$ cat src/rtl/mips_pkg.sv
// Shared MIPS pipeline definitions: datapath widths, ALU_Ctrl codes,
// ALUOp encodings, R-type funct codes and id_ctrl bit positions.
package mips_pkg;

    localparam int DATA_W = 32;
    localparam int REG_AW = 5;
    localparam int CTRL_W = 9;

    // ALU_Ctrl codes understood by the 32-bit ALU
    typedef enum logic [3:0] {
        ALU_AND = 4'b0000,
        ALU_OR  = 4'b0001,
        ALU_ADD = 4'b0010,
        ALU_SUB = 4'b0110,
        ALU_SLT = 4'b0111
    } alu_ctrl_e;

    // ALUOp field produced by the main decoder
    typedef enum logic [1:0] {
        ALUOP_ADD   = 2'b00,
        ALUOP_SUB   = 2'b01,
        ALUOP_FUNCT = 2'b10,
        ALUOP_OR    = 2'b11
    } aluop_e;

    // R-type funct codes that select a non-default ALU operation
    localparam logic [5:0] FUNCT_ADD = 6'b100000;
    localparam logic [5:0] FUNCT_SUB = 6'b100010;
    localparam logic [5:0] FUNCT_AND = 6'b100100;
    localparam logic [5:0] FUNCT_OR  = 6'b100101;
    localparam logic [5:0] FUNCT_SLT = 6'b101010;

    // id_ctrl = {alusrc, regdst, aluop[1:0], memread, memwrite, memtoreg, regwrite, spare}
    localparam int CTRL_ALUSRC   = 8;
    localparam int CTRL_REGDST   = 7;
    localparam int CTRL_ALUOP_HI = 6;
    localparam int CTRL_ALUOP_LO = 5;
    localparam int CTRL_MEMREAD  = 4;
    localparam int CTRL_MEMWRITE = 3;
    localparam int CTRL_MEMTOREG = 2;
    localparam int CTRL_REGWRITE = 1;
    localparam int CTRL_SPARE    = 0;

    // A later stage supplies an operand only if it writes a non-zero register
    // that matches the operand index; $zero must always read as the latched value.
    function automatic logic fwd_hit(input logic regwrite,
                                     input logic [REG_AW-1:0] rd,
                                     input logic [REG_AW-1:0] idx);
        return regwrite && (rd != '0) && (rd == idx);
    endfunction

endpackage

$ cat src/rtl/id_ex_stage_if.sv
// Bundle of the ID/EX stage data, forwarding and EX-side signals.
// slave = the stage itself, master = whatever drives the ID side and consumes EX.
interface id_ex_stage_if;
    import mips_pkg::*;

    logic                stall;
    logic                flush;
    logic                id_valid;
    logic [DATA_W-1:0]   id_rs_data;
    logic [DATA_W-1:0]   id_rt_data;
    logic [DATA_W-1:0]   id_imm;
    logic [REG_AW-1:0]   id_rs;
    logic [REG_AW-1:0]   id_rt;
    logic [REG_AW-1:0]   id_rd;
    logic [CTRL_W-1:0]   id_ctrl;
    logic [5:0]          id_funct;
    logic                exmem_regwrite;
    logic [REG_AW-1:0]   exmem_rd;
    logic [DATA_W-1:0]   exmem_result;
    logic                memwb_regwrite;
    logic [REG_AW-1:0]   memwb_rd;
    logic [DATA_W-1:0]   memwb_result;
    logic [DATA_W-1:0]   alu_a;
    logic [DATA_W-1:0]   alu_b;
    logic [3:0]          alu_ctrl;
    logic [DATA_W-1:0]   ex_store_data;
    logic [REG_AW-1:0]   ex_dest;
    logic                ex_valid;
    logic [3:0]          ex_mem_ctrl;
    logic                load_use_stall;

    modport slave (
        input  stall, flush, id_valid, id_rs_data, id_rt_data, id_imm,
               id_rs, id_rt, id_rd, id_ctrl, id_funct,
               exmem_regwrite, exmem_rd, exmem_result,
               memwb_regwrite, memwb_rd, memwb_result,
        output alu_a, alu_b, alu_ctrl, ex_store_data, ex_dest,
               ex_valid, ex_mem_ctrl, load_use_stall
    );

    modport master (
        output stall, flush, id_valid, id_rs_data, id_rt_data, id_imm,
               id_rs, id_rt, id_rd, id_ctrl, id_funct,
               exmem_regwrite, exmem_rd, exmem_result,
               memwb_regwrite, memwb_rd, memwb_result,
        input  alu_a, alu_b, alu_ctrl, ex_store_data, ex_dest,
               ex_valid, ex_mem_ctrl, load_use_stall
    );

endinterface

$ cat src/rtl/id_ex_stage_alu_ctrl_dec.sv
// ALU control decoder: turns the 2-bit ALUOp plus the funct field into the
// 4-bit ALU_Ctrl code. Unknown funct codes fall back to add.
module alu_ctrl_dec
    import mips_pkg::*;
(
    input  logic [1:0] aluop,
    input  logic [5:0] funct,
    output logic [3:0] alu_ctrl
);

    // Decode ALUOp first, then funct only for R-type instructions
    always_comb begin
        alu_ctrl = ALU_ADD;
        case (aluop)
            ALUOP_ADD: alu_ctrl = ALU_ADD;
            ALUOP_SUB: alu_ctrl = ALU_SUB;
            ALUOP_OR:  alu_ctrl = ALU_OR;
            ALUOP_FUNCT: begin
                case (funct)
                    FUNCT_ADD: alu_ctrl = ALU_ADD;
                    FUNCT_SUB: alu_ctrl = ALU_SUB;
                    FUNCT_AND: alu_ctrl = ALU_AND;
                    FUNCT_OR:  alu_ctrl = ALU_OR;
                    FUNCT_SLT: alu_ctrl = ALU_SLT;
                    default:   alu_ctrl = ALU_ADD;
                endcase
            end
            default: alu_ctrl = ALU_ADD;
        endcase
    end

endmodule

$ cat src/rtl/id_ex_stage.sv
// ID/EX pipeline register plus operand selection for the ALU. Latches the
// decoded instruction, forwards from EX/MEM and MEM/WB, and inserts a single
// bubble when a load is immediately followed by a consumer of its result.
module id_ex_stage
    import mips_pkg::*;
(
    input  logic          clk,
    input  logic          reset,
    id_ex_stage_if.slave  bus
);

    logic                valid_q,   valid_d;
    logic [DATA_W-1:0]   rs_data_q, rs_data_d;
    logic [DATA_W-1:0]   rt_data_q, rt_data_d;
    logic [DATA_W-1:0]   imm_q,     imm_d;
    logic [REG_AW-1:0]   rs_q,      rs_d;
    logic [REG_AW-1:0]   rt_q,      rt_d;
    logic [REG_AW-1:0]   rd_q,      rd_d;
    logic [CTRL_W-1:0]   ctrl_q,    ctrl_d;
    logic [5:0]          funct_q,   funct_d;

    logic                load_use;
    logic [DATA_W-1:0]   fwd_rs;
    logic [DATA_W-1:0]   fwd_rt;
    logic                spare_unused;

    // The spare control bit carries no meaning and is never latched
    assign spare_unused = bus.id_ctrl[CTRL_SPARE];

    // A load in EX whose target is read by the instruction in ID cannot be
    // forwarded in time, so hold ID and let a bubble into EX instead
    assign load_use = valid_q && ctrl_q[CTRL_MEMREAD] && bus.id_valid &&
                      (rt_q != '0) &&
                      ((rt_q == bus.id_rs) || (rt_q == bus.id_rt));
    assign bus.load_use_stall = load_use;

    // Next register contents: flush beats stall, stall beats the load-use bubble
    always_comb begin
        valid_d   = valid_q;
        rs_data_d = rs_data_q;
        rt_data_d = rt_data_q;
        imm_d     = imm_q;
        rs_d      = rs_q;
        rt_d      = rt_q;
        rd_d      = rd_q;
        ctrl_d    = ctrl_q;
        funct_d   = funct_q;
        if (bus.flush || (!bus.stall && load_use)) begin
            valid_d   = 1'b0;
            rs_data_d = '0;
            rt_data_d = '0;
            imm_d     = '0;
            rs_d      = '0;
            rt_d      = '0;
            rd_d      = '0;
            ctrl_d    = '0;
            funct_d   = '0;
        end else if (!bus.stall) begin
            valid_d   = bus.id_valid;
            rs_data_d = bus.id_rs_data;
            rt_data_d = bus.id_rt_data;
            imm_d     = bus.id_imm;
            rs_d      = bus.id_rs;
            rt_d      = bus.id_rt;
            rd_d      = bus.id_rd;
            funct_d   = bus.id_funct;
            ctrl_d    = bus.id_valid ? {bus.id_ctrl[CTRL_W-1:1], 1'b0} : '0;
        end
    end

    // ID/EX pipeline register with asynchronous active-low clear
    always_ff @(posedge clk or negedge reset) begin
        if (!reset) begin
            valid_q   <= 1'b0;
            rs_data_q <= '0;
            rt_data_q <= '0;
            imm_q     <= '0;
            rs_q      <= '0;
            rt_q      <= '0;
            rd_q      <= '0;
            ctrl_q    <= '0;
            funct_q   <= '0;
        end else begin
            valid_q   <= valid_d;
            rs_data_q <= rs_data_d;
            rt_data_q <= rt_data_d;
            imm_q     <= imm_d;
            rs_q      <= rs_d;
            rt_q      <= rt_d;
            rd_q      <= rd_d;
            ctrl_q    <= ctrl_d;
            funct_q   <= funct_d;
        end
    end

    // Operand forwarding: the younger EX/MEM result wins over MEM/WB
    always_comb begin
        fwd_rs = rs_data_q;
        if (fwd_hit(bus.exmem_regwrite, bus.exmem_rd, rs_q)) begin
            fwd_rs = bus.exmem_result;
        end else if (fwd_hit(bus.memwb_regwrite, bus.memwb_rd, rs_q)) begin
            fwd_rs = bus.memwb_result;
        end
        fwd_rt = rt_data_q;
        if (fwd_hit(bus.exmem_regwrite, bus.exmem_rd, rt_q)) begin
            fwd_rt = bus.exmem_result;
        end else if (fwd_hit(bus.memwb_regwrite, bus.memwb_rd, rt_q)) begin
            fwd_rt = bus.memwb_result;
        end
    end

    assign bus.alu_a         = fwd_rs;
    assign bus.alu_b         = ctrl_q[CTRL_ALUSRC] ? imm_q : fwd_rt;
    assign bus.ex_store_data = fwd_rt;
    assign bus.ex_dest       = ctrl_q[CTRL_REGDST] ? rd_q : rt_q;
    assign bus.ex_valid      = valid_q;
    assign bus.ex_mem_ctrl   = ctrl_q[CTRL_MEMREAD:CTRL_REGWRITE];

    alu_ctrl_dec u_alu_ctrl_dec (
        .aluop    (ctrl_q[CTRL_ALUOP_HI:CTRL_ALUOP_LO]),
        .funct    (funct_q),
        .alu_ctrl (bus.alu_ctrl)
    );

endmodule

$ cat src/flat_wrapper.sv
// flat-port wrapper written by rule: the top's interface ports become plain ports
module id_ex_stage_flat import mips_pkg::*;
  (clk, reset, bus_stall, bus_flush, bus_id_valid, bus_id_rs_data, bus_id_rt_data, bus_id_imm, bus_id_rs, bus_id_rt, bus_id_rd, bus_id_ctrl, bus_id_funct, bus_exmem_regwrite, bus_exmem_rd, bus_exmem_result, bus_memwb_regwrite, bus_memwb_rd, bus_memwb_result, bus_alu_a, bus_alu_b, bus_alu_ctrl, bus_ex_store_data, bus_ex_dest, bus_ex_valid, bus_ex_mem_ctrl, bus_load_use_stall);
  id_ex_stage_if bus_i ();
  input  logic clk;
  input  logic reset;
  input wire logic [$bits(bus_i.stall)-1:0] bus_stall;
  input wire logic [$bits(bus_i.flush)-1:0] bus_flush;
  input wire logic [$bits(bus_i.id_valid)-1:0] bus_id_valid;
  input wire logic [$bits(bus_i.id_rs_data)-1:0] bus_id_rs_data;
  input wire logic [$bits(bus_i.id_rt_data)-1:0] bus_id_rt_data;
  input wire logic [$bits(bus_i.id_imm)-1:0] bus_id_imm;
  input wire logic [$bits(bus_i.id_rs)-1:0] bus_id_rs;
  input wire logic [$bits(bus_i.id_rt)-1:0] bus_id_rt;
  input wire logic [$bits(bus_i.id_rd)-1:0] bus_id_rd;
  input wire logic [$bits(bus_i.id_ctrl)-1:0] bus_id_ctrl;
  input wire logic [$bits(bus_i.id_funct)-1:0] bus_id_funct;
  input wire logic [$bits(bus_i.exmem_regwrite)-1:0] bus_exmem_regwrite;
  input wire logic [$bits(bus_i.exmem_rd)-1:0] bus_exmem_rd;
  input wire logic [$bits(bus_i.exmem_result)-1:0] bus_exmem_result;
  input wire logic [$bits(bus_i.memwb_regwrite)-1:0] bus_memwb_regwrite;
  input wire logic [$bits(bus_i.memwb_rd)-1:0] bus_memwb_rd;
  input wire logic [$bits(bus_i.memwb_result)-1:0] bus_memwb_result;
  output wire logic [$bits(bus_i.alu_a)-1:0] bus_alu_a;
  output wire logic [$bits(bus_i.alu_b)-1:0] bus_alu_b;
  output wire logic [$bits(bus_i.alu_ctrl)-1:0] bus_alu_ctrl;
  output wire logic [$bits(bus_i.ex_store_data)-1:0] bus_ex_store_data;
  output wire logic [$bits(bus_i.ex_dest)-1:0] bus_ex_dest;
  output wire logic [$bits(bus_i.ex_valid)-1:0] bus_ex_valid;
  output wire logic [$bits(bus_i.ex_mem_ctrl)-1:0] bus_ex_mem_ctrl;
  output wire logic [$bits(bus_i.load_use_stall)-1:0] bus_load_use_stall;
  assign bus_i.stall = bus_stall;
  assign bus_i.flush = bus_flush;
  assign bus_i.id_valid = bus_id_valid;
  assign bus_i.id_rs_data = bus_id_rs_data;
  assign bus_i.id_rt_data = bus_id_rt_data;
  assign bus_i.id_imm = bus_id_imm;
  assign bus_i.id_rs = bus_id_rs;
  assign bus_i.id_rt = bus_id_rt;
  assign bus_i.id_rd = bus_id_rd;
  assign bus_i.id_ctrl = bus_id_ctrl;
  assign bus_i.id_funct = bus_id_funct;
  assign bus_i.exmem_regwrite = bus_exmem_regwrite;
  assign bus_i.exmem_rd = bus_exmem_rd;
  assign bus_i.exmem_result = bus_exmem_result;
  assign bus_i.memwb_regwrite = bus_memwb_regwrite;
  assign bus_i.memwb_rd = bus_memwb_rd;
  assign bus_i.memwb_result = bus_memwb_result;
  assign bus_alu_a = bus_i.alu_a;
  assign bus_alu_b = bus_i.alu_b;
  assign bus_alu_ctrl = bus_i.alu_ctrl;
  assign bus_ex_store_data = bus_i.ex_store_data;
  assign bus_ex_dest = bus_i.ex_dest;
  assign bus_ex_valid = bus_i.ex_valid;
  assign bus_ex_mem_ctrl = bus_i.ex_mem_ctrl;
  assign bus_load_use_stall = bus_i.load_use_stall;
  id_ex_stage u_core (.clk(clk), .reset(reset), .bus(bus_i));
endmodule
$ cat config.mk
export PLATFORM = sky130hd
export DESIGN_NAME = id_ex_stage_flat
export DESIGN_NICKNAME = d
export VERILOG_FILES = /design/src/rtl/mips_pkg.sv /design/src/rtl/id_ex_stage_if.sv /design/src/rtl/id_ex_stage_alu_ctrl_dec.sv /design/src/rtl/id_ex_stage.sv /design/src/flat_wrapper.sv
export SDC_FILE = /design/constraint.sdc
export NUM_CORES = 1
export LEC_CHECK = 0
export ABC_AREA = 0
export BUFFER_PORTS_ARGS = -buffer_cell sky130_fd_sc_hd__clkbuf_2
export CORE_UTILIZATION = 49
export DETAILED_ROUTE_END_ITERATION = 7
export MAX_ROUTING_LAYER = met4
export PLACE_DENSITY = 0.88
export SLEW_MARGIN = 10
export SYNTH_ARGS = -nofsm -noshare
export SYNTH_HDL_FRONTEND = slang
export SYNTH_HIERARCHICAL = 1
export SYNTH_SLANG_ARGS = --single-unit
$ cat constraint.sdc
create_clock -name clk -period 3.2 [get_ports clk]
set_input_delay 0.64 -clock clk [delete_from_list [all_inputs] [get_ports clk]]
set_output_delay 0.64 -clock clk [all_outputs]
set_load 0.1 [all_outputs]
==> insert_results.sql, run 1 <==
INSERT INTO impl_metrics (metric_group, metric, value, unit) VALUES
('sta', 'grt_setup_unrepaired', 'true', ''),
('critical_path', 'reg2reg_setup_slack', '0.34', 'ns'),
('cts', 'clk-insertion-delay-late', '0.43', 'ns'),
('critical_path', 'critical_path_peak_fanout', '16', ''),
('status', 'violations', 'setup timing', ''),
('job', 'max-cap-violations', '0', ''),
('sta', 'report.final.slew_viol_count', '0', ''),
('floorplan', 'rows', '44', ''),
('synthesis', 'synth.lib_cells_used.distinct', '38', ''),
('sta', 'post-route-period-util', '110', '%'),
('placed_design', 'hpwlAfterDp', '20800', 'µm'),
('sta', 'slew-limit-headroom', '47.5', '%'),
('sta', 'max_freq', '284', 'MHz'),
('sta', 'finalWorstSetupSlack', '-0.327', 'ns'),
('route', 'route.detailed.vias_per_inst', '6.66', ''),
('synthesis', 'synth_area_leaders', 'sky130_fd_sc_hd__dfrtp_1 (43%), sky130_fd_sc_hd__a32o_1 (15%), sky130_fd_sc_hd__mux2_2 (5.8%)', ''),
('cells_and_area', 'layout.area.seq', '0.00316', 'mm²'),
('critical_path', 'worst-endpoint-required', '2.56', 'ns'),
('synthesis', 'yosysTopAreaCellShare', '42.8', '%'),
('placed_design', 'gp_congestion', '0.924', ''),
('sta', 'clock_skew', '0.00534', 'ns'),
('route', 'final_routed_wirelength_across_all_metal_layers', '33900', 'µm'),
('power_and_ir_drop', 'worst_ir_drop_vdd', '427', 'µV'),
('status', 'run_status', 'finished with violations', ''),
('synthesis', 'postSynthCellCount', '742', ''),
('cells_and_area', 'syn_to_final_growth', '74.2', '%'),
('power_and_ir_drop', 'design_power_total', '6000', 'µW'),
('floorplan', 'die_x', '125', 'µm'),
('floorplan', 'io-pin-count', '318', ''),
('floorplan', 'fp.dieH', '125', 'µm'),
('cells_and_area', 'fin_area', '0.0128', 'mm²'),
('cts', 'clock_path_buffers', '2', ''),
('synthesis', 'ys_seq_area_share', '42.8', '%'),
('critical_path', 'worstRegToRegCells', '6', ''),
('sta', 'setup-violations-final', '52', ''),
('synthesis', 'dominantRegCellSynth', 'sky130_fd_sc_hd__dfrtp_1', ''),
('grt', 'track_usage', '40.7', '%'),
('route', 'first_pass_iters', '6', ''),
('synthesis', 'synth_largest_area_cell', 'sky130_fd_sc_hd__dfrtp_1', ''),
('critical_path', 'timing_worst_setup_path_type', 'flop to primary output', ''),
('synthesis', 'post_synth.cell_area_avg', '9.92', 'µm²'),
('route', 'drt_drc_violations_left', '0', ''),
('synthesis', 'synth.cell_area', '0.00736', 'mm²'),
('sta', 'timing.final.crit_period', '3.53', 'ns'),
('cells_and_area', 'mostFrequentLayoutCells', 'sky130_fd_sc_hd__clkbuf_2 (216), sky130_fd_sc_hd__dfrtp_1 (120), sky130_fd_sc_hd__buf_12 (108)', ''),
('worst_hold_path', 'min-delay-path-class', 'primary input to async pin', ''),
('synthesis', 'synth_top_family_by_area', 'compound AO/OA/AOI/OAI gates', ''),
('power_and_ir_drop', 'p_leak', '0.00563', 'µW'),
('cts', 'ctsHtreeMaxLevel', '4', ''),
('grt', 'antenna_found_initial', '1', ''),
('route', 'route.vias.total', '8422', ''),
('synthesis', 'synth_seq_cells', '126', ''),
('synthesis', 'synth-xor-area-share', '3.57', '%'),
('cells_and_area', 'fillers', '636', ''),
('cts', 'tritoncts.num_buffers', '17', ''),
('synthesis', 'synthArstFlopShare', '100', '%'),
('floorplan', 'die_area', '0.0155', 'mm²'),
('critical_path', 'worst_r2r_endpoint', 'u_core/imm_q[4]', ''),
('route', 'drt_first_iter_violations', '989', ''),
('synthesis', 'multiplexer_area_fraction_after_synthesis', '10.2', '%'),
('route', 'wl_per_cell', '26.8', 'µm'),
('grt', 'grt_first_pass_wirelength', '46900', 'µm'),
('critical_path', 'timing.critical_path.from_type', 'flop', ''),
('placed_design', 'io_buffers', '315', ''),
('synthesis', 'ys.warnings.count', '6', ''),
('critical_path', 'endpoint_kind_of_the_worst_setup_timing_path', 'primary output', ''),
('synthesis', 'synth.net_count', '949', ''),
('synthesis', 'synth_simple_gate_area_share', '10.6', '%'),
('cts', 'tritoncts_num_sinks', '126', ''),
('grt', 'grt_max_degree', '81', ''),
('grt', 'globalRoute.totalOverflow', '0', '');
## what timing repair did
action,in CTS,in global routing
setup endpoints to repair,63,77
gates cloned,1,9
hold buffers,0,0
gates resized for setup,21,53
setup buffers,8,5
pin swaps,4,12
## sequential cells by signal (all words and copies together) (netlist names)
signal               cells
u_core/bus.ex_valid      1
u_core/rs_q              5
u_core/imm_q            32
u_core/rt_data_q        32
u_core/rs_data_q        32
u_core/ctrl_q            8
u_core/rd_q              5
u_core/rt_q              5
u_core/funct_q           6
## cells in the mapped netlist, types with 10 or more instances
cell                       count
sky130_fd_sc_hd__dfrtp_1     126
sky130_fd_sc_hd__a32o_1      107
sky130_fd_sc_hd__clkbuf_1     49
sky130_fd_sc_hd__inv_1        39
sky130_fd_sc_hd__mux2_2       38
sky130_fd_sc_hd__nor2_1       36
sky130_fd_sc_hd__nor3_1       35
sky130_fd_sc_hd__o21ai_0      34
sky130_fd_sc_hd__a31oi_1      33
sky130_fd_sc_hd__a21oi_1      32
sky130_fd_sc_hd__mux2i_1      32
sky130_fd_sc_hd__or3_1        32
sky130_fd_sc_hd__buf_2        22
sky130_fd_sc_hd__nand2_1      22
sky130_fd_sc_hd__xnor2_1      17
sky130_fd_sc_hd__xor2_1       13
sky130_fd_sc_hd__nand3_1      10
## metrics by stage
stage	TNS, ns	setup slack (ns)	std cells	utilization (%)
CTS	-0.0430	-0.0364	1250	85.3
detailed placement	-0.0207	-0.00950	1209	80.3
floorplan	-12.55	-0.257	742	-
finish	-1.70	-0.327	1265	87.9
global route	-3.83	-0.331	1265	87.9
global placement	0	0.0330	1209	80.3
## worst max-delay path, stage by stage (launching register included)
cell and delay (ns):
sky130_fd_sc_hd__dfrtp_1 0.44, sky130_fd_sc_hd__xnor2_1 0.26, sky130_fd_sc_hd__nand4_1 0.25, sky130_fd_sc_hd__a211oi_4 0.23, sky130_fd_sc_hd__buf_4 0.18, sky130_fd_sc_hd__buf_8 0.23
sky130_fd_sc_hd__mux2i_1 0.51, sky130_fd_sc_hd__a21oi_2 0.15, sky130_fd_sc_hd__buf_12 0.19
## how the worst max path moves through the flow
stage	slack [ns]	start	end	cells after the start
2_1_floorplan	-0.26	bus_exmem_rd[1]	bus_alu_b[10]	6
3_3_place_gp	0.03	bus_exmem_rd[1]	bus_alu_b[19]	8
3_5_place_dp	-0.009	bus_exmem_rd[1]	bus_alu_b[5]	8
4_1_cts	-0.04	u_core/rt_q[2]	bus_load_use_stall	6
5_1_grt	-0.33	u_core/rs_q[0]	bus_alu_a[6]	8
6_report	-0.33	u_core/rs_q[0]	bus_alu_a[6]	8
## final cells by class
| cell class | count | share of cell area, % |
|---|---|---|
| clock inverter | 9 | 0.849 |
| tap | 184 | 1.80 |
| antenna | 1 | 0.0195 |
| inverter | 40 | 1.17 |
| multi-input combinational | 487 | 37.4 |
| timing repair buffer | 395 | 30.4 |
| clock buffer | 23 | 3.80 |
| sequential | 126 | 24.6 |
## logic make-up after synthesis
logic type,after synthesis
compound gates,231
xor+xnor,30
buf+inv,131
flops,126
mux,70
other cells,1
simple gates,153
## where the power goes
group	switching, µW	internal [µW]	leakage [µW]
Sequential	77.4	1680	0.00167
Clock	738	1230	0.000281
Combinational	1430	853	0.00368
## routing by layer
metal | vias up | wire (µm) | GRT usage [%]
met5 | - | 0 | -
met4 | 0 | 2200 | 23.6
met3 | 187 | 3150 | 7.95
met2 | 663 | 16900 | 67.1
met1 | 4118 | 11700 | 46.2
li1 | 3454 | - | -
Note: power is estimated with default switching activity, not from simulation.
==> run 2: changes to the inputs <==
--- a/config.mk
+++ b/config.mk
@@ -10,7 +10,7 @@
 export CORE_UTILIZATION = 49
 export DETAILED_ROUTE_END_ITERATION = 7
 export MAX_ROUTING_LAYER = met4
-export PLACE_DENSITY = 0.88
+export PLACE_DENSITY = 0.83
 export SLEW_MARGIN = 10
 export SYNTH_ARGS = -nofsm -noshare
 export SYNTH_HDL_FRONTEND = slang
==> insert_results.sql, run 2 (same netlist as run 1, synthesis figures left out) <==
INSERT INTO impl_metrics (metric_group, metric, value, unit) VALUES
('status', 'run_status', 'finished with violations', ''),
('status', 'violations', 'setup timing', ''),
('power_and_ir_drop', 'p_int', '3730', 'µW'),
('placed_design', 'gp_congestion', '0.922', ''),
('critical_path', 'cell_chain_critical_path', 'xnor2_1 -> nand4_1 -> buf_4 -> clkbuf_16 -> or3_4 -> a31oi_4 -> mux2_4 -> buf_12', ''),
('power_and_ir_drop', 'power_frac_seq', '29.9', '%'),
('critical_path', 'timing_worst_setup_path_type', 'flop to primary output', ''),
('floorplan', 'io-pin-count', '318', ''),
('route', 'route.vias.total', '8013', ''),
('critical_path', 'worst-endpoint-required', '2.56', 'ns'),
('sta', 'post-route-period-util', '100', '%'),
('route', 'route.detailed.vias_per_inst', '6.37', ''),
('critical_path', 'critical_path.max_stage_delay', '0.46', 'ns'),
('cts', 'cts_hold_buffers', '0', ''),
('cts', 'cts.clk_slew.worst_paths', '0.05', 'ns'),
('sta', 'slew-limit-headroom', '34.8', '%'),
('placed_design', 'preCtsSetupSlack', '-0.00900', 'ns'),
('cells_and_area', 'drive_gt1_share', '52.9', '%'),
('cts', 'clock_path_buffers', '2', ''),
('route', 'final_routed_wirelength_across_all_metal_layers', '29500', 'µm'),
('job', 'max-cap-violations', '0', ''),
('floorplan', 'fp.dieH', '125', 'µm'),
('route', 'drt_drc_violations_left', '0', ''),
('floorplan', 'die_area', '0.0155', 'mm²'),
('sta', 'hold_slack', '0.195', 'ns'),
('power_and_ir_drop', 'p_switching', '2130', 'µW'),
('sta', 'finalWorstSetupSlack', '-0.00599', 'ns'),
('sta', 'max_freq', '312', 'MHz'),
('grt', 'track_usage', '37.2', '%'),
('worst_hold_path', 'min-delay-path-class', 'primary input to async pin', ''),
('sta', 'tightestPinTransition', '0.978', 'ns'),
('cts', 'clk-insertion-delay-late', '0.42', 'ns'),
('sta', 'setup-violations-final', '5', ''),
('cells_and_area', 'final_common_cell', 'sky130_fd_sc_hd__clkbuf_2', ''),
('grt', 'antenna_found_initial', '3', ''),
('cts', 'ctsHtreeMaxLevel', '4', ''),
('cts', 'tritoncts_num_sinks', '126', ''),
('floorplan', 'core_region_area', '0.0146', 'mm²'),
('critical_path', 'slowest_library_cell_on_the_worst_path', 'sky130_fd_sc_hd__dfrtp_2', ''),
('cts', 'cts.root.buffer_cell', 'sky130_fd_sc_hd__clkbuf_16', ''),
('cells_and_area', 'fin_nets', '1266', ''),
('floorplan', 'floorplan.initialDensity', '50.5', '%'),
('power_and_ir_drop', 'power.share.switching', '36.3', '%'),
('placed_design', 'hpwlAfterDp', '19300', 'µm'),
('cells_and_area', 'syn_to_final_growth', '69.8', '%'),
('route', 'drt_first_iter_violations', '695', ''),
('critical_path', 'endpoint_kind_of_the_worst_setup_timing_path', 'primary output', ''),
('cells_and_area', 'top_registers', 'u_core/imm_q x32, u_core/rs_data_q x32, u_core/rt_data_q x32', ''),
('power_and_ir_drop', 'clkPwrFrac', '32.5', '%'),
('route', 'drt.antenna.violating_nets', '0', ''),
('sta', 'report.final.hold_viol_count', '0', ''),
('route', 'first_pass_iters', '5', ''),
('sta', 'grt_setup_unrepaired', 'true', ''),
('power_and_ir_drop', 'power_density', '469', 'mW/mm²'),
('floorplan', 'die_x', '125', 'µm'),
('cts', 'tritoncts.num_buffers', '17', ''),
('cells_and_area', 'mostFrequentLayoutCells', 'sky130_fd_sc_hd__clkbuf_2 (216), sky130_fd_sc_hd__dfrtp_1 (120), sky130_fd_sc_hd__a32o_1 (107)', ''),
('placed_design', 'io_buffers', '315', ''),
('cells_and_area', 'finished_core_util', '85.7', '%'),
('critical_path', 'critical_path_peak_fanout', '32', ''),
('critical_path', 'cp_data_arrival_time', '2.57', 'ns'),
('sta', 'clock_skew', '0.0116', 'ns'),
('power_and_ir_drop', 'comb_power_share', '37.6', '%'),
('cts', 'tritoncts_clock_tree', 'done', ''),
('floorplan', 'rows', '44', ''),
('power_and_ir_drop', 'worst_ir_drop_vdd', '478', 'µV'),
('grt', 'globalRoute.totalOverflow', '0', ''),
('sta', 'report.final.slew_viol_count', '0', ''),
('grt', 'grt_pass1_vias', '8103', ''),
('critical_path', 'timing.critical_path.from_type', 'flop', ''),
('power_and_ir_drop', 'p_leak', '0.00552', 'µW'),
('route', 'wl_per_cell', '23.4', 'µm'),
('grt', 'grt_max_degree', '83', ''),
('grt', 'grt_first_pass_wirelength', '43800', 'µm'),
('sta', 'timing.final.crit_period', '3.21', 'ns');
run 2: cell type report:
type,count,area [µm²]
clock inverter,6,82.6
clock buffer,25,495
antenna,3,7.51
timing repair buffer,389,3750
fill,677,2090
multi-input combinational,485,4620
inverter,40,150
tap,184,230
sequential,126,3160
run 2: metrics by stage:
stage               total power [µW]  cell area [µm²]   TNS, ns  std cells
floorplan                       3070             8290    -12.55        742
global placement                3870            11700         0       1212
detailed placement              3920            11700  -0.00905       1212
CTS                             5820            12300         0       1244
global route                    6010            12500    -0.473       1258
finish                          5860            12500   -0.0181       1258
run 2: what timing repair did:
action,CTS,global route
gates resized for setup,7,28
endpoints found under the setup margin,53,48
setup buffers,1,8
pin swaps,0,7
gates cloned,0,3
run 2: path summary, 6_finish.rpt:
kind / startpoint / endpoint / slack (ns) / depth (start not counted)
setup / recovery: u_core/rt_q[2] / bus_alu_b[30] / -0.006 / 8
hold / removal: reset / u_core/imm_q[27] / 0.20 / 1
setup reg to reg: u_core/rt_q[3] / u_core/rs_data_q[8] / 0.45 / 6
hold reg to reg: u_core/rt_data_q[1] / u_core/rt_data_q[1] / 0.49 / 1
max in group asynchronous: reset / u_core/rt_q[2] / 2.18 / 2
min in group clk: bus_id_rt_data[22] / u_core/rt_data_q[22] / 0.46 / 2
run 2: power by group through the flow:
stage / registers, µW / logic (µW) / clock network, µW
global route: 1760 / 2260 / 1990
global placement: 1770 / 2110 / 0
detailed placement: 1780 / 2140 / 0
finish: 1750 / 2200 / 1910
floorplan: 1750 / 1320 / 0
CTS: 1750 / 2160 / 1910
run 2: routing by layer:
layer  GRT usage (%)  routed length (µm)  vias to the layer above
met5               -                   0                        -
met4            18.6                1420                        0
met3            8.85                2540                      116
met2            63.0               15200                      536
met1            40.9               10300                     3925
li1                -                   -                     3436
run 2: worst max-delay path, delay by kind of cell (launching register included):
kind / cells / cell delay [ns]
DFF: 1 / 0.46
and+or+nand+nor: 2 / 0.51
AOI/OAI and AO/OA: 1 / 0.22
muxes: 1 / 0.20
xor gates and xnor gates: 1 / 0.20
buffers and inverters: 3 / 0.54
==> run 3: changes to the inputs <==
--- a/config.mk
+++ b/config.mk
@@ -7,12 +7,11 @@
 export LEC_CHECK = 0
 export ABC_AREA = 0
 export BUFFER_PORTS_ARGS = -buffer_cell sky130_fd_sc_hd__clkbuf_2
-export CORE_UTILIZATION = 49
+export CORE_UTILIZATION = 48
 export DETAILED_ROUTE_END_ITERATION = 7
 export MAX_ROUTING_LAYER = met4
-export PLACE_DENSITY = 0.83
+export PLACE_DENSITY = 0.82
 export SLEW_MARGIN = 10
 export SYNTH_ARGS = -nofsm -noshare
 export SYNTH_HDL_FRONTEND = slang
-export SYNTH_HIERARCHICAL = 1
 export SYNTH_SLANG_ARGS = --single-unit
==> insert_results.sql, run 3 <==
INSERT INTO impl_metrics (metric_group, metric, value, unit) VALUES
('critical_path', 'cp_data_arrival_time', '2.70', 'ns'),
('synthesis', 'synth_largest_area_cell', 'sky130_fd_sc_hd__dfrtp_1', ''),
('cells_and_area', 'fin_area', '0.0130', 'mm²'),
('sta', 'timing.final.crit_period', '3.34', 'ns'),
('synthesis', 'synth.lib_cells_used.distinct', '41', ''),
('power_and_ir_drop', 'power_density', '453', 'mW/mm²'),
('cells_and_area', 'syn_to_final_growth', '77.4', '%'),
('grt', 'globalRoute.totalOverflow', '0', ''),
('synthesis', 'netlist_top_cells_count', 'sky130_fd_sc_hd__dfrtp_1 (126), sky130_fd_sc_hd__a32o_1 (108), sky130_fd_sc_hd__clkbuf_1 (45), sky130_fd_sc_hd__o21ai_0 (40), sky130_fd_sc_hd__nor2_1 (39)', ''),
('placed_design', 'hpwlAfterDp', '20000', 'µm'),
('critical_path', 'timing_worst_setup_path_type', 'flop to primary output', ''),
('synthesis', 'postSynthCellCount', '736', ''),
('sta', 'slew-limit-headroom', '35.2', '%'),
('grt', 'track_usage', '39.9', '%'),
('synthesis', 'ys_seq_area_share', '43.1', '%'),
('cells_and_area', 'mostFrequentLayoutCells', 'sky130_fd_sc_hd__clkbuf_2 (214), sky130_fd_sc_hd__dfrtp_1 (119), sky130_fd_sc_hd__buf_12 (112)', ''),
('cells_and_area', 'antenna_cells', '0', ''),
('synthesis', 'synth_area_leaders', 'sky130_fd_sc_hd__dfrtp_1 (43%), sky130_fd_sc_hd__a32o_1 (15%), sky130_fd_sc_hd__mux2_2 (5.7%)', ''),
('floorplan', 'die_x', '125', 'µm'),
('synthesis', 'synthArstFlopShare', '100', '%'),
('sta', 'report.final.slew_viol_count', '0', ''),
('cells_and_area', 'drive_gt1_share', '57.5', '%'),
('sta', 'post-route-period-util', '104', '%'),
('synthesis', 'synth_edf_count', '0', ''),
('cts', 'cts_hold_buffers', '0', ''),
('critical_path', 'endpoint_kind_of_the_worst_setup_timing_path', 'primary output', ''),
('synthesis', 'yosysMostFrequentCell', 'sky130_fd_sc_hd__dfrtp_1', ''),
('critical_path', 'critical_path_peak_fanout', '32', ''),
('cts', 'tritoncts_clock_tree', 'done', ''),
('cts', 'ctsHtreeMaxLevel', '4', ''),
('placed_design', 'postPlaceCellArea', '0.0118', 'mm²'),
('route', 'route.detailed.vias_per_inst', '6.83', ''),
('grt', 'grt_first_pass_wirelength', '46400', 'µm'),
('cells_and_area', 'top_registers', 'u_core.imm_q x32, u_core.rs_data_q x32, u_core.rt_data_q x32', ''),
('synthesis', 'yosysTopAreaCellShare', '43.1', '%'),
('status', 'run_status', 'finished with violations', ''),
('placed_design', 'preCtsSetupSlack', '-0.0518', 'ns'),
('cells_and_area', 'multi_input_comb_area', '0.00494', 'mm²'),
('synthesis', 'synth.cell_area', '0.00731', 'mm²'),
('power_and_ir_drop', 'p_leak', '0.00563', 'µW'),
('floorplan', 'rows', '44', ''),
('route', 'drt_first_iter_violations', '1277', ''),
('route', 'wl_per_cell', '27.2', 'µm'),
('sta', 'finalWorstSetupSlack', '-0.140', 'ns'),
('cts', 'clock_path_buffers', '2', ''),
('placed_design', 'io_buffers', '315', ''),
('sta', 'report.final.hold_viol_count', '0', ''),
('job', 'max-cap-violations', '0', ''),
('grt', 'grt_max_degree', '92', ''),
('critical_path', 'worst-endpoint-required', '2.56', 'ns'),
('floorplan', 'fp.dieH', '125', 'µm'),
('power_and_ir_drop', 'worst_ir_drop_vdd', '364', 'µV'),
('cts', 'tritoncts_num_sinks', '126', ''),
('critical_path', 'timing.critical_path.from_type', 'flop', ''),
('floorplan', 'floorplan.initialDensity', '49.7', '%'),
('synthesis', 'ys.warnings.count', '0', ''),
('cells_and_area', 'final_common_cell', 'sky130_fd_sc_hd__clkbuf_2', ''),
('sta', 'max_freq', '299', 'MHz'),
('status', 'violations', 'DRC, setup timing', ''),
('sta', 'tightestPinTransition', '0.972', 'ns'),
('route', 'drt.antenna.violating_nets', '0', ''),
('worst_hold_path', 'min-delay-path-class', 'primary input to async pin', ''),
('cells_and_area', 'fin_nets', '1271', ''),
('sta', 'clock_skew', '0.0136', 'ns'),
('synthesis', 'post_synth.cell_area_avg', '9.93', 'µm²'),
('synthesis', 'dominantRegCellSynth', 'sky130_fd_sc_hd__dfrtp_1', ''),
('route', 'drt_drc_violations_left', '24', ''),
('grt', 'grt_pass1_vias', '8411', ''),
('grt', 'antenna_found_initial', '0', ''),
('sta', 'grt_setup_unrepaired', 'true', ''),
('cells_and_area', 'fillers', '605', ''),
('cts', 'clk-insertion-delay-late', '0.43', 'ns'),
('floorplan', 'die_area', '0.0157', 'mm²'),
('route', 'first_pass_iters', '8', ''),
('placed_design', 'gp_congestion', '0.902', ''),
('floorplan', 'io-pin-count', '318', ''),
('synthesis', 'synth_seq_cells', '126', ''),
('sta', 'setup-violations-final', '51', ''),
('cts', 'tritoncts.num_buffers', '17', ''),
('cts', 'cts.root.buffer_cell', 'sky130_fd_sc_hd__clkbuf_16', ''),
('route', 'final_routed_wirelength_across_all_metal_layers', '34300', 'µm'),
('cells_and_area', 'layout.area.seq', '0.00316', 'mm²'),
('synthesis', 'synth.net_count', '943', ''),
('cts', 'cts.clk_slew.worst_paths', '0.06', 'ns'),
('floorplan', 'core_region_area', '0.0147', 'mm²'),
('route', 'route.vias.total', '8611', '');
==> run 3: cell count changes in the layout (fill, tap and decap cells not counted), sizes merged, moves of 2 or more <==
cell,change
diode,-3
clkinv,+4
inv,-2
nand2,-3
bufinv,-2
clkinvlp,+4
nor2,+3
clkbuf,-5
o22ai,-2
buf,+8
==> run 3: area by class of cell <==
class,instances,area share (%)
tap,184,1.77
inverter,38,1.10
clock buffer,20,3.44
timing repair buffer,398,30.7
sequential,126,24.4
clock inverter,12,0.559
multi-input combinational,483,38.1
==> run 3: metrics by stage <==
step	hold WS (ns)	util [%]	TNS [ns]	instances	total power [µW]
detailed placement	0.475	80.1	-0.649	1206	3950
CTS	0.194	84.8	-0.00524	1244	5700
global placement	0.466	80.1	-0.0531	1206	3910
floorplan	0.344	-	-10.81	736	3080
finish	0.186	88.3	-2.77	1261	5880
global route	0.217	88.3	-5.15	1261	5990
==> run 3: what timing repair did <==
item | CTS | global route
pin swaps | 4 | 13
hold endpoints to repair | 0 | 0
setup buffers | 5 | 12
gates cloned | 1 | 5
resized for setup | 32 | 85
setup endpoints to repair | 39 | 75
==> run 3: worst paths after layout <==
path	end	from	slack [ns]	cells after the start
max	bus_alu_a[11]	u_core.rs_q[0]	-0.14	7
min	u_core.imm_q[17]	reset	0.19	1
max reg2reg	u_core.imm_q[25]	u_core.rt_q[0]	0.04	6
min reg2reg	u_core.rs_data_q[19]	u_core.rs_data_q[19]	0.49	1
max in group asynchronous	u_core.rt_q[4]	reset	2.19	2
min in group clk	u_core.rd_q[0]	bus_id_rd[0]	0.45	2
==> run 3: kinds of logic (layout without fill, tap and decap cells) <==
family	count (synthesis)	in the layout	share of synthesized area, %
muxes	70	70	10.2
xor gates and xnor gates	30	30	3.59
DFF	126	126	43.1
and+or+nand+nor	152	152	10.7
AOI/OAI and AO/OA	230	230	24.5
other	1	1	0.0513
buffers and inverters	127	468	7.77
==> run 3: metal layers <==
| layer | GRT usage, % | wire (µm) |
|---|---|---|
| met5 | - | 0 |
| met4 | 21.8 | 2470 |
| met3 | 8.60 | 3290 |
| met2 | 67.6 | 17000 |
| met1 | 43.7 | 11600 |
==> run 3: power breakdown <==
group	switching [µW]	internal, µW
clock	769	997
sequential	74.0	1680
combinational	1460	896
total	2300	3580
==> run 3: worst max-delay path, cell delays in order (launching register included) <==
cell                      delay [ns]
sky130_fd_sc_hd__dfrtp_1        0.47
sky130_fd_sc_hd__xnor2_2        0.19
sky130_fd_sc_hd__nand3_1        0.19
sky130_fd_sc_hd__or4_4          0.61
sky130_fd_sc_hd__buf_12         0.22
sky130_fd_sc_hd__nor2_1         0.29
sky130_fd_sc_hd__a21oi_4        0.06
sky130_fd_sc_hd__buf_12         0.17
